**config.mk**
```make
export PLATFORM = sky130hd
export DESIGN_NAME = tick_scheduler
export DESIGN_NICKNAME = d
export VERILOG_FILES = /design/src/rtl/tick_pkg.sv /design/src/rtl/tick_divider.sv /design/src/rtl/tick_scheduler.sv
export SDC_FILE = /design/constraint.sdc
export NUM_CORES = 1
export LEC_CHECK = 0
export ABC_AREA = 1
export BUFFER_PORTS_ARGS = -buffer_cell sky130_fd_sc_hd__buf_4
export CAP_MARGIN = 10
export CORE_MARGIN = 5
export CORE_UTILIZATION = 34
export CTS_BUF_LIST = sky130_fd_sc_hd__clkbuf_4
export CTS_CLUSTER_DIAMETER = 50
export DETAILED_ROUTE_END_ITERATION = 12
export GPL_TIMING_DRIVEN = 0
export PLACE_DENSITY = 0.6
export SYNTH_ARGS = -nofsm -noshare
export SYNTH_HDL_FRONTEND = slang
export SYNTH_HIERARCHICAL = 1
export SYNTH_SLANG_ARGS = --single-unit
```
**constraint.sdc**
```tcl
create_clock -name clock -period 4.6 [get_ports clock]
set_clock_uncertainty 0.05 [all_clocks]
set_input_delay 0.92 -clock clock [delete_from_list [all_inputs] [get_ports clock]]
set_output_delay 0.92 -clock clock [all_outputs]
set_load 0.01 [all_outputs]
```
**src/rtl/tick_pkg.sv**
```systemverilog
// Shared types and default widths for the tick scheduler slice.
package tick_pkg;

  localparam int DIV_W_DEF = 16;
  localparam int CNT_W_DEF = 8;

  typedef enum logic [1:0] {
    IDLE,
    RUN,
    DONE
  } tick_state_t;

endpackage

```
**src/rtl/tick_divider.sv**
```systemverilog
// Loadable period counter. While `advance` is high it steps once per cycle
// and raises `hit` in the step where it sits at period-1, wrapping to 0.
// `load` restarts the count from 0; a load and an advance in the same cycle
// count the load cycle as the first step, so a period of 1 hits immediately.
module tick_divider #(
  parameter int DIV_W = 16
) (
  input  logic             clock,
  input  logic             reset,
  input  logic             load,
  input  logic             advance,
  input  logic [DIV_W-1:0] period,
  output logic             hit
);

  logic [DIV_W-1:0] cnt;
  logic [DIV_W-1:0] base;

  // Step source (restarted on load) and combinational match against period-1
  always_comb begin
    base = load ? '0 : cnt;
    hit  = advance && (base == period - DIV_W'(1));
  end

  // Count up while advancing, wrap on match, clear on a held load
  always_ff @(posedge clock) begin
    if (reset)        cnt <= '0;
    else if (advance) cnt <= hit ? '0 : base + DIV_W'(1);
    else if (load)    cnt <= '0;
  end

endmodule

```
**src/rtl/tick_scheduler.sv**
```systemverilog
// Round-robin shared tick generator: grants one of two requesters, emits
// `count` one-cycle enables spaced `div` cycles apart, then pulses done.
module tick_scheduler import tick_pkg::*; #(
  parameter int DIV_W = DIV_W_DEF,
  parameter int CNT_W = CNT_W_DEF
) (
  input  logic               clock,
  input  logic               reset,
  input  logic               enable,
  input  logic               abort,
  input  logic [1:0]         req_valid,
  input  logic [2*DIV_W-1:0] req_div,
  input  logic [2*CNT_W-1:0] req_count,
  output logic [1:0]         req_ready,
  output logic               tick,
  output logic               tick_owner,
  output logic               busy,
  output logic [1:0]         done,
  output logic               aborted
);

  tick_state_t      state;
  logic             last_served;
  logic [DIV_W-1:0] period_q;
  logic [CNT_W-1:0] remaining;

  logic             pri, gidx, accept, advance, hit;
  logic [1:0]       grant, owner_oh;
  logic [DIV_W-1:0] d_sel, p_in, div_period;
  logic [CNT_W-1:0] c_in;

  // Arbitration, request capture values and divider control
  always_comb begin
    pri        = ~last_served;
    gidx       = req_valid[pri] ? pri : ~pri;
    grant      = (|req_valid) ? (2'b01 << gidx) : 2'b00;
    req_ready  = (state == IDLE) ? grant : 2'b00;
    accept     = |(req_valid & req_ready);
    d_sel      = gidx ? req_div[2*DIV_W-1:DIV_W] : req_div[DIV_W-1:0];
    c_in       = gidx ? req_count[2*CNT_W-1:CNT_W] : req_count[CNT_W-1:0];
    p_in       = (d_sel == '0) ? DIV_W'(1) : d_sel;
    div_period = accept ? p_in : period_q;
    owner_oh   = tick_owner ? 2'b10 : 2'b01;
    // The accept cycle already counts as the first divider step so the first
    // tick lands `period` cycles after the accept edge.
    advance    = (accept && enable && (c_in != '0)) ||
                 ((state == RUN) && enable && !abort && (remaining != '0));
  end

  tick_divider #(.DIV_W(DIV_W)) u_div (
    .clock   (clock),
    .reset   (reset),
    .load    (accept),
    .advance (advance),
    .period  (div_period),
    .hit     (hit)
  );

  // Burst FSM with registered tick/busy/done/aborted/owner outputs
  always_ff @(posedge clock) begin
    if (reset) begin
      state       <= IDLE;
      last_served <= 1'b1;
      tick_owner  <= 1'b0;
      period_q    <= '0;
      remaining   <= '0;
      tick        <= 1'b0;
      busy        <= 1'b0;
      done        <= 2'b00;
      aborted     <= 1'b0;
    end else begin
      tick <= 1'b0;
      case (state)
        IDLE: begin
          if (accept) begin
            tick_owner <= gidx;
            period_q   <= p_in;
            busy       <= 1'b1;
            tick       <= hit;
            remaining  <= c_in - CNT_W'(hit);
            if (c_in == '0) begin
              state <= DONE;
              done  <= grant;
            end else begin
              state <= RUN;
            end
          end
        end
        RUN: begin
          if (abort) begin
            state   <= DONE;
            aborted <= 1'b1;
            done    <= owner_oh;
          end else if (enable) begin
            // Last tick has already been shown; finish one cycle after it
            if (remaining == '0) begin
              state <= DONE;
              done  <= owner_oh;
            end else if (hit) begin
              tick      <= 1'b1;
              remaining <= remaining - CNT_W'(1);
            end
          end
        end
        DONE: begin
          done        <= 2'b00;
          aborted     <= 1'b0;
          busy        <= 1'b0;
          last_served <= tick_owner;
          state       <= IDLE;
        end
        default: state <= IDLE;
      endcase
    end
  end

endmodule

```
==> results by group <==
STA
  – Final hold violation count: 0
  – Final Max Slew Viols: 0
  – Fmax: 240 MHz
  – Rel. slew slack: 64.0%
  – # setup viols final: 0
  – Tmin final: 4.17 ns
  – Worst-margin pin slew: 0.540 ns
  – Unrepaired setup endpoints after global routing: false
  – Final period util: 90.7%

Pwr
  – Pint: 1.33 mW
  – Switching part of the total: 51.2%
  – Comb pwr share: 67.1%
  – Power share of the clock group: 11.6%
  – Seq pwr share: 21.3%
  – Peak supply drop: 0.255 mV
  – Final total power: 2.72 mW
  – Pwr dens: 569 nW/um2
  – Net Switching: 1.39 mW
  – Pleak: 2.44 nW

Drt
  – Remaining DRCs: 0
  – Detailed-route wire length: 11,700 um
  – Vias per inst: 4.86
  – Antenna viol nets, final: 0
  – WL/cell: 13.0 um
  – Via Count: 4,377
  – 1st-pass router iterations: 6
  – Number of DRC markers in iteration 0: 259

Worst setup path
  – Most frequent CP cell: nand2_1
  – Reg-to-Reg Start: last_served
  – WP data required: 4.87 ns
  – Crit Reg-Reg Endpoint: remaining[4]
  – Crit-path slowest cell: ha_1
  – Setup slack, reg-to-reg: 0.54 ns
  – R2R depth: 32
  – Slowest stage delay, CP: 0.24 ns
  – CP max FO: 10
  – CP arrival: 4.44 ns
  – Critical Path Start Type: input port
  – CP Class: in2reg
  – Endpoint class of the critical path: flip-flop

Floorplan
  – Die area: 14,000 um2
  – Initial Util: 34.7%
  – # rows: 39
  – Die span in x: 118 um
  – IO Count: 62
  – DIE HEIGHT: 118 um
  – Placeable Area: 11,500 um2

Logic synthesis
  – Mapped Nets: 752
  – Sequential-to-total area share from yosys stat: 24.6%
  – Synthesis warning total: 6
  – Number of synthesized flops with an enable pin: 0
  – Post-synth top area cell: dfxtp_1
  – #FFs+latches synth: 49
  – Ys flop type: dfxtp_1
  – Top post-synthesis cells by area: dfxtp_1 25%, nand2_1 23%, nor2_1 9.9%, inv_1 7.4%, nand3_1 6.4%
  – Fraction of registers with async set or reset after synthesis: 0%
  – Syn Std Cell Area: 3980 um2
  – Syn avg cell area: 5.79 um2
  – Synth unique cells: 38
  – Post-synth top area share: 24.6%
  – Cells after Synth: 688

Clock tree
  – CTS tree: done
  – CTS clk-pin slew, worst paths: 0.15 ns
  – Hold buffer count at CTS: 0
  – Num CTS Buffers: 5
  – Insertion delay to the later sink of the worst-skew pair: 0.39 ns
  – Root buffer cell: clkbuf_4
  – H-tree Lvls: 2
  – Clk sinks: 49
  – Clock Path Buffers: 2

GRT
  – Global-route wire length before repair: 19,500 um
  – Tot GR Track Use: 16.6%
  – Largest net degree at the start of global routing: 17
  – Antenna violations before repair: 0
  – GR Overflow Total: 0
  – Vias in the first global route: 4,207

Placed design
  – GPL Wtd Cong: 0.875
  – Inst Count DP: 892
  – Placed standard-cell area: 4620 um2
  – DP HPWL: 9390 um
  – IO Port Bufs: 61

Run
  – Max Cap Viol: 0

Layout
  – Antenna fix cells: 0
  – Share of cells above drive strength 1: 15.4%
  – Most frequent cells in the layout: 241 x nand2_1, 103 x nor2_1, 77 x inv_1
  – Commonest non-fill, non-tap cell in the layout: nand2_1
  – Multi-input combinational cell area: 2630 um2
  – Fin util: 41.7%
  – Reg area: 981 um2
  – Area Growth Syn to Fin: 20.0%
  – Post-route cell area: 4780 um2
  – Fillers: 1,255
  – Final Instance Count excl. Fillers: 901
  – Nets: 821

Worst hold path
  – Hold EP: period_q[5]
  – Worst Hold Path Cells: 2
  – Hold wc startpoint: period_q[5]
  – Hold Crit Class: reg2reg

Outcome
  – Status: finished clean
==> worst max path at each step <==
stage / cells after the start / startpoint / end
finish: 30 / req_valid[0] / remaining[4]
floorplan: 29 / req_valid[1] / remaining[4]
global route: 33 / req_valid[0] / remaining[4]
detailed placement: 31 / req_valid[1] / remaining[4]
global placement: 29 / req_valid[1] / remaining[2]
CTS: 30 / req_valid[1] / remaining[4]
==> flip-flops by register name (all words and copies together) (netlist names) <==
name         count
period_q        16
u_div/cnt       16
last_served      1
aborted          1
tick             1
remaining        8
busy             1
done             2
tick_owner       1
state            2
==> cell families after synthesis <==
| group | share of synthesized area (%) |
|---|---|
| simple gates | 48.4 |
| buf+inv | 10.5 |
| compound gates | 8.33 |
| flops | 24.6 |
| xor+xnor | 5.00 |
| fa+ha+maj | 3.14 |
==> routing by layer <==
layer,vias to the layer above,track usage [%],wire (um)
met5,-,0,0
met2,109,27.0,5400
li1,2280,-,-
met4,0,5.45,210
met3,20,2.91,645
met1,1968,22.3,5460
==> power groups by stage <==
stage / clock, mW / combinational, mW / sequential [mW]
detailed placement: 0 / 1.77 / 0.585
floorplan: 0 / 1.33 / 0.579
finish: 0.317 / 1.83 / 0.578
CTS: 0.329 / 1.78 / 0.575
global route: 0.344 / 2.07 / 0.588
global placement: 0 / 1.74 / 0.582
==> synthesized netlist by cell type, types with 2 or more instances <==
cell	n
nand2_1	241
nor2_1	105
inv_1	78
nand3_1	51
dfxtp_1	49
a21oi_1	34
o21ai_0	21
nand2_2	13
xor2_1	13
ha_1	10
nand2_4	8
nand3b_1	7
xnor2_1	7
clkbuf_1	6
nand4_1	6
buf_2	5
a31oi_1	3
buf_6	3
inv_2	3
nor3_1	3
nand3_2	2
nor2_2	2
o21ai_1	2
o22ai_1	2
==> repair_timing <==
item	4_1_cts	5_1_grt
setup buffers	0	1
endpoints found under the setup margin	0	8
gates resized for setup	0	15
==> critical path: cells and delay by family <==
family | cells | cell delay (ns)
simple gates | 16 | 1.50
buf+inv | 6 | 0.71
fa+ha+maj | 3 | 0.61
compound gates | 4 | 0.46
xor+xnor | 1 | 0.19
==> per-stage QoR <==
| stage | setup TNS [ns] | hold slack (ns) | setup slack [ns] |
|---|---|---|---|
| after floorplan | 0 | 0.401 | 0.712 |
| after global placement | -0.889 | 0.410 | -0.170 |
| after detailed placement | -1.13 | 0.414 | -0.207 |
| after CTS | 0 | 0.435 | 0.201 |
| after global routing | 0 | 0.455 | 0.0430 |
| final | 0 | 0.433 | 0.430 |
==> area by class of cell <==
type | count | share of cell area, %
multi-input cells | 541 | 55.0
flip-flops and latches | 49 | 20.5
repair buffers | 62 | 9.74
inverters | 82 | 6.44
well taps | 143 | 3.74
plain buffers | 16 | 2.43
clock inverters | 3 | 1.36
clock buffers | 5 | 0.785
(Power assumes the default switching activity.)
